`src/rtl/mem_access_pkg.sv`:
```
// Shared types and constants for the MEM-stage access sequencer.
package mem_access_pkg;

    typedef enum logic [1:0] {
        IDLE   = 2'd0,
        ACCESS = 2'd1,
        DONE   = 2'd2
    } state_e;

    localparam logic SIZE_BYTE  = 1'b0;
    localparam logic SIZE_WORD  = 1'b1;
    localparam logic RW_LOAD    = 1'b0;
    localparam logic RW_STORE   = 1'b1;
    localparam int   WORD_BEATS = 4;

endpackage

```
`src/rtl/mem_byte_lane.sv`:
```
// Store-data byte selector: picks the byte a given beat writes.
// Word stores are big-endian (beat 0 = MSB); byte stores always use bits [7:0].
module mem_byte_lane
    import mem_access_pkg::*;
#(
    parameter int DATA_W = 32
) (
    input  logic [DATA_W-1:0] wdata_i,
    input  logic              size_i,
    input  logic [1:0]        beat_i,
    output logic [7:0]        byte_o
);

    // Beat-to-byte mux; byte size ignores the beat index.
    always_comb begin
        byte_o = wdata_i[7:0];
        if (size_i == SIZE_WORD) begin
            case (beat_i)
                2'd0:    byte_o = wdata_i[31:24];
                2'd1:    byte_o = wdata_i[23:16];
                2'd2:    byte_o = wdata_i[15:8];
                default: byte_o = wdata_i[7:0];
            endcase
        end
    end

endmodule

```
`src/rtl/mem_access_unit.sv`:
```
// MEM-stage sequencer to a byte-wide data RAM. Byte accesses take one beat,
// word accesses four big-endian beats on the aligned address. stall holds the
// pipeline while in flight; done pulses for one cycle with rdata/misalign.
// Optional: define MEM_ACCESS_PERF_CNT_EN to add a saturating stall-cycle counter.
module mem_access_unit
    import mem_access_pkg::*;
#(
    parameter int ADDR_W = 8,
    parameter int DATA_W = 32
) (
    input  logic              clk,
    input  logic              R,
    input  logic              req_valid,
    input  logic              req_rw,
    input  logic              req_size,
    input  logic [ADDR_W-1:0] req_addr,
    input  logic [DATA_W-1:0] req_wdata,
    input  logic [7:0]        ram_rdata,
    output logic              ram_en,
    output logic              ram_we,
    output logic [ADDR_W-1:0] ram_addr,
    output logic [7:0]        ram_wdata,
    output logic [DATA_W-1:0] rdata,
    output logic              done,
    output logic              stall,
`ifdef MEM_ACCESS_PERF_CNT_EN
    output logic [15:0]       perf_stall_cnt,
`endif
    output logic              misalign
);

    state_e            state_q;
    logic [1:0]        beat_q;
    logic              rw_q;
    logic              size_q;
    logic [ADDR_W-1:0] base_q;
    logic [DATA_W-1:0] wdata_q;
    logic [DATA_W-1:0] rdata_q;
    logic              done_q;
    logic              mis_q;
    logic              last_beat;
    logic [7:0]        lane_byte;

    assign last_beat = (size_q == SIZE_BYTE) || (beat_q == 2'(WORD_BEATS - 1));

    mem_byte_lane #(.DATA_W(DATA_W)) u_lane (
        .wdata_i (wdata_q),
        .size_i  (size_q),
        .beat_i  (beat_q),
        .byte_o  (lane_byte)
    );

    // RAM strobes and stall are decoded from state; address/data forced to 0 when idle.
    always_comb begin
        ram_en    = (state_q == ACCESS);
        ram_we    = ram_en & (rw_q == RW_STORE);
        ram_addr  = ram_en ? (base_q + ADDR_W'(beat_q)) : '0;
        ram_wdata = ram_en ? lane_byte : 8'h00;
        stall     = (state_q == ACCESS) || ((state_q == IDLE) && req_valid);
    end

    // Sequencer FSM: accept in IDLE, step beats in ACCESS, pulse done in DONE.
    always_ff @(posedge clk) begin
        if (R) begin
            state_q <= IDLE;
            beat_q  <= 2'd0;
            rw_q    <= RW_LOAD;
            size_q  <= SIZE_BYTE;
            base_q  <= '0;
            wdata_q <= '0;
            rdata_q <= '0;
            done_q  <= 1'b0;
            mis_q   <= 1'b0;
        end else begin
            done_q <= 1'b0;
            case (state_q)
                IDLE: begin
                    if (req_valid) begin
                        rw_q    <= req_rw;
                        size_q  <= req_size;
                        wdata_q <= req_wdata;
                        beat_q  <= 2'd0;
                        mis_q   <= (req_size == SIZE_WORD) && (req_addr[1:0] != 2'b00);
                        base_q  <= (req_size == SIZE_WORD) ? {req_addr[ADDR_W-1:2], 2'b00}
                                                           : req_addr;
                        state_q <= ACCESS;
                    end
                end
                ACCESS: begin
                    // Word loads shift bytes in MSB-first; byte loads zero-extend.
                    if (rw_q == RW_LOAD) begin
                        if (size_q == SIZE_WORD)
                            rdata_q <= {rdata_q[DATA_W-9:0], ram_rdata};
                        else
                            rdata_q <= {{(DATA_W-8){1'b0}}, ram_rdata};
                    end
                    if (last_beat) begin
                        state_q <= DONE;
                        done_q  <= 1'b1;
                    end else begin
                        beat_q <= beat_q + 2'd1;
                    end
                end
                default: begin
                    // DONE (and any stray encoding) returns to IDLE; req_valid ignored here.
                    state_q <= IDLE;
                end
            endcase
        end
    end

    assign rdata    = rdata_q;
    assign done     = done_q;
    assign misalign = mis_q;

`ifdef MEM_ACCESS_PERF_CNT_EN
    logic [15:0] perf_q;

    // Count stalled cycles, saturating at all-ones.
    always_ff @(posedge clk) begin
        if (R)
            perf_q <= 16'h0000;
        else if (stall && (perf_q != 16'hFFFF))
            perf_q <= perf_q + 16'h0001;
    end

    assign perf_stall_cnt = perf_q;
`endif

endmodule

```
`config.mk`:
```
export PLATFORM = sky130hd
export DESIGN_NAME = mem_access_unit
export DESIGN_NICKNAME = d
export VERILOG_FILES = /design/src/rtl/mem_access_pkg.sv /design/src/rtl/mem_byte_lane.sv /design/src/rtl/mem_access_unit.sv
export SDC_FILE = /design/constraint.sdc
export NUM_CORES = 1
export LEC_CHECK = 0
export ABC_AREA = 1
export BUFFER_PORTS_ARGS = -buffer_cell sky130_fd_sc_hd__buf_2
export CORE_MARGIN = 4
export CORE_UTILIZATION = 55
export DETAILED_ROUTE_END_ITERATION = 12
export GPL_TIMING_DRIVEN = 0
export HOLD_SLACK_MARGIN = 0.08
export PLACE_DENSITY_LB_ADDON = 0.05
export SLEW_MARGIN = 5
export SYNTH_ARGS = -nofsm -noshare
export SYNTH_HDL_FRONTEND = slang
export SYNTH_SLANG_ARGS = --single-unit
```
`constraint.sdc`:
```
create_clock -name clk -period 3.8 [get_ports clk]
set_input_delay 0.38 -clock clk [delete_from_list [all_inputs] [get_ports clk]]
set_output_delay 0.38 -clock clk [all_outputs]
set_load 0.005 [all_outputs]
```
# After elaboration in Yosys (flattened, before gate mapping)
# Index checks and enable logic that the tools add are counted.
[op_classes] mux=13 n_addsub=2 order_cmp=0 bitwise=4 eq_ne=7 n_reduce_logical=13 n_div=0 multipliers=0 n_shift=0
[ops] cell="2-to-1 mux 32 bit" n=1
[ops] cell="2-to-1 mux 8 bit" n=3
[ops] cell="case mux 8 bit (3 select lines)" n=1
[ops] cell="2-to-1 mux 2 bit" n=5
[ops] cell="adder 8 x 2 -> 8 bit" n=1
[ops] cell="case mux 2 bit (2 select lines)" n=2
[ops] cell="AND reduction 2 bit" n=3
[ops] cell="equality test 2 x 1 -> 1 bit (second input constant)" n=2
[ops] cell="equality test 2 bit (second input constant)" n=2
[ops] cell="logical NOT 2 bit" n=2
[ops] cell="!= test 2 bit (second input constant)" n=2
[ops] cell="nonzero test 2 bit" n=2
[ops] cell="inverter 1 bit" n=3
[ops] cell="AND reduction 3 bit" n=1
[ops] cell="adder 2 x 1 -> 2 bit (second input constant)" n=1
[ops] cell="logical AND 1 bit" n=2
[ops] cell="logical OR 1 bit" n=2
[ops] cell="!= test 2 x 1 -> 1 bit (second input constant)" n=1
[ops] cell="OR reduction 2 bit" n=1
[ops] cell="AND 1 bit" n=1
[ops] cell="2-to-1 mux 1 bit" n=1
[totals] latch_bits=0 rom_bits=0 mem_count=0 ff_bits=80 inputBits=53 wordCells=48 ram_bits=0

# Longest topological paths before layout
[depth] word_depth=4 mapped_depth=8 depth_no_buf=7

# Hierarchy
# Synthesis repeated with hierarchy kept, for this count alone.
[hier_totals] hier_cells=491 area_unflattened_um2=3480.8
[by_module_without_submodules] module="mem_access_unit" area_per_inst_um2=3139.3 cells_per_inst=419 n_inst=1
[by_module_without_submodules] module="mem_byte_lane" area_per_inst_um2=341.6 cells_per_inst=72 n_inst=1

# Worst setup path before layout
# OpenSTA, ideal clock, no wires.
[synth_path] kind="register to output" start="reg beat_q[0]" end="out ram_addr[6]" path_stages_with_launch=8 setup_slack_ns=2.127 t_required_ns=3.420 t_arrival_ns=1.293 cell_sequence="dfxtp_1 -> ha_1 -> fa_1 -> nand2_1 -> nor2_1 -> nand3_1 -> nand2_1 -> nor2_1"
[synth_between] elab_chain_len=2
[synth_rtl] item="from (decl)" line_no="mem_access_unit.sv:33" rtl="logic [1:0] beat_q;"
[synth_rtl] item="from (signal assigned)" line_no="mem_access_unit.sv:101" rtl="beat_q <= beat_q + 2'd1;"
[synth_rtl] item="adder 8 x 2 -> 8 bit" line_no="mem_access_unit.sv:57" rtl="ram_addr = ram_en ? (base_q + ADDR_W'(beat_q)) : '0;"
[synth_rtl] item="2-to-1 mux 8 bit" line_no="mem_access_unit.sv:57"
[synth_rtl] item="to (decl)" line_no="mem_access_unit.sv:21" rtl="output logic [ADDR_W-1:0] ram_addr,"
# Every way passes these cells.

# Worst setup path after layout
# Same ends and word-level chain as after synthesis.

==> results.md <==
* Number of vias in the routed layout at 3,609
* Total global routing overflow at 0
* Most frequent cells in the layout: 138 x sky130_fd_sc_hd__nor2_1, 118 x sky130_fd_sc_hd__buf_2, 108 x sky130_fd_sc_hd__nand2_1, 80 x sky130_fd_sc_hd__dfxtp_1, 54 x sky130_fd_sc_hd__o21ai_0
* Post-layout min period at 2.24 ns
* Antenna viol nets, final at 0
* Core Region at 6060 um^2
* Clock-pin slew of the registers on the worst-case setup and hold paths at 0.08 ns
* Ratio of cells with drive above 1 in the final layout at 0.222
* Vertical die dimension at 87.8 um
* DRT Pass-1 Iters at 4
* Slowest stage cell, crit path: sky130_fd_sc_hd__fa_1
* Number of synthesized register bits at 80
* Cell-by-cell trace of the critical path: ha_1 > fa_1 > nand2_1 > nor2_1 > nand3_1 > nand2_1 > nor2_1 > buf_2
* Library cells used by synthesis at 19
* RSZ-0062 raised after global routing: false
* Synthesized instance count at 522
* P_sw at 535 uW
* Syn Area/Cell at 6.71 um^2
* Arr. time, crit path at 1.86 ns
* Post-synth net total at 582
* Crit share post-route at 0.590
* Status: complete, no violations
* TritonCTS clock tree: done
* Worst vdd ir at 0.297 mV
* Initial cell density of the core at 0.578
* Worst Hold Slack at 0.252 ns
* Family with the most delay on the worst path: adder cells
* Chip width at 87.8 um
* Seq pwr share at 0.493
* Total Routing Usage GR at 0.247
* Number of maximum-capacitance violations at 0
* Antenna diode count at 0
* Finish-stage setup viols at 0
* Final nets at 698
* Max clock buf depth at 2
* Setup crit end kind: output port
* Fmax achieved at 446 MHz
* Clk_skew at 0.00993 ns
* Total leakage power at 0.00219 uW
* Total power per unit cell area at 447 nW/um^2
* Number of gates resized after cts at 0
* H-tree levels at 3
* Standard-cell row count at 28
* Total negative setup slack at 0 ns
* Violation count after the first detailed-routing iteration at 132
* Cell area after synthesis at 3500 um^2
* CP Buf/Inv Count at 1
* Worst Path Class, Setup: flop to output port
* Path type of the worst min-delay path: primary input to flop
* Fraction of power consumed by combinational cells at 0.157
* Clock Root Buffer: sky130_fd_sc_hd__clkbuf_8
* Count of endpoints failing hold in the final timing report at 0
* Global-route wire length before repair at 14,900 um
* Insertion delay of the later-clocked pin in the worst-skew pair at 0.35 ns
* Detailed Place HPWL at 6850 um
* Initial antenna violation count at 0
* Number of remaining DRC errors at 0
* Most common cell after layout, fill and taps aside: sky130_fd_sc_hd__nor2_1
* Sequential element share of the synthesized area at 0.457
* Relative slew slack at 0.691
* Cell internal pwr at 1400 uW
* Warning count from the yosys run at 0
* I/O pin cnt at 106
* Via count of the first global-routing pass at 3,356
* Largest net degree at the start of global routing at 14
* Routability congestion estimate at 0.840
* Critical path peak fanout at 4
* Detailed-route wire length at 9140 um
* Total CTS buffers at 9
* Count of final max-slew check failures at 0
* Area growth from synthesis to final layout at 23.8%
* Switching power as a share of total power at 0.277
* Number of buffers inserted by port buffering at 105
* Clock tree sinks at 80
* Number of buffers inserted for hold repair after clock tree synthesis at 0
* Mean number of vias per cell at 5.03
* Number of buffers inserted by post-CTS setup repair at 0
* Required time of the critical path at 3.42 ns
* Die Area at 7710 um^2
* Average wire per cell in the routed design at 12.7 um
* Startpoint type of the worst setup path: flop
* Maximum single-stage delay on the critical path at 0.41 ns
* Worst Max-Slew Pin Slew at 0.464 ns
* Power share of the clock group at 0.351
[worst min-delay path, delay by kind of cell]
family                 cells  cell delay, ns
AND/OR/NAND/NOR            2            0.11
buffers and inverters      1            0.08
[cells in the mapped netlist]
| cell | n | area share |
|---|---|---|
| sky130_fd_sc_hd__buf_4 | 1 | 0.0021 |
| sky130_fd_sc_hd__inv_1 | 39 | 0.042 |
| sky130_fd_sc_hd__fa_1 | 1 | 0.0057 |
| sky130_fd_sc_hd__buf_2 | 13 | 0.019 |
| sky130_fd_sc_hd__dfxtp_1 | 80 | 0.46 |
| sky130_fd_sc_hd__ha_1 | 6 | 0.021 |
| sky130_fd_sc_hd__inv_2 | 6 | 0.0064 |
| sky130_fd_sc_hd__o21ai_1 | 22 | 0.031 |
| sky130_fd_sc_hd__o21a_1 | 1 | 0.0021 |
| sky130_fd_sc_hd__nand2_1 | 108 | 0.12 |
| sky130_fd_sc_hd__a21oi_1 | 9 | 0.013 |
| sky130_fd_sc_hd__nand3_1 | 23 | 0.033 |
| sky130_fd_sc_hd__nor2_2 | 3 | 0.0054 |
| sky130_fd_sc_hd__buf_1 | 1 | 0.0011 |
| sky130_fd_sc_hd__nor2_1 | 138 | 0.15 |
| sky130_fd_sc_hd__clkbuf_1 | 14 | 0.015 |
| sky130_fd_sc_hd__nor3_1 | 2 | 0.0029 |
| sky130_fd_sc_hd__o21ai_0 | 54 | 0.077 |
| sky130_fd_sc_hd__nand2_2 | 1 | 0.0018 |
[final timing paths]
path                              startpoint          end  slack [ns]  depth (start not counted)
worst max-delay path               beat_q[0]  ram_addr[6]        1.56                          8
worst min-delay path            ram_rdata[4]     rdata[4]        0.25                          3
worst max register to register        size_q    rdata[24]        2.40                          6
worst min register to register      misalign     misalign        0.47                          2
[sequential cells by signal, summed over array words and instances (netlist names)]
name,cells
misalign,1
rdata,32
done,1
state_q,2
wdata_q,32
base_q,8
beat_q,2
rw_q,1
size_q,1
[power by group through the flow]
stage | combinational [uW] | sequential (uW) | clock (uW)
floorplan | 188 | 964 | 0
global placement | 294 | 969 | 0
detailed placement | 302 | 971 | 0
CTS | 305 | 952 | 681
global route | 350 | 960 | 720
finish | 303 | 953 | 679
[layout make-up]
| type | count | area, um^2 |
|---|---|---|
| repair buffers | 105 | 526 |
| plain buffers | 29 | 129 |
| clock buffers | 11 | 131 |
| fillers | 539 | 1730 |
| inverters | 45 | 169 |
| clock inverters | 5 | 81.3 |
| well taps | 75 | 93.8 |
| flip-flops and latches | 80 | 1600 |
| multi-input cells | 368 | 1600 |
[per-layer routing]
metal | part of all wire | global-route usage
met1 | 0.44 | 0.300
met2 | 0.48 | 0.429
met3 | 0.060 | 0.0517
met4 | 0.016 | 0.0907
met5 | 0 | 0
[stage by stage]
| stage | instances | worst slack [ns] | total power, uW | util | cell area (um^2) |
|---|---|---|---|---|---|
| global placement | 702 | 1.96 | 1260 | 0.680 | 4120 |
| finish | 718 | 1.56 | 1930 | 0.715 | 4330 |
| CTS | 718 | 1.54 | 1940 | 0.715 | 4330 |
| global route | 718 | 1.40 | 2030 | 0.715 | 4330 |
| detailed placement | 702 | 1.92 | 1270 | 0.680 | 4120 |
| floorplan | 522 | 2.13 | 1150 | - | 3500 |
[cells by family after synthesis]
logic type / Yosys count / share of synthesized area
flip-flops: 80 / 0.457
AND/OR/NAND/NOR: 275 / 0.307
buffers and inverters: 74 / 0.0851
AO/OA/AOI/OAI: 86 / 0.124
adder cells (fa/ha/maj): 7 / 0.0272
(Power assumes the default switching activity.)
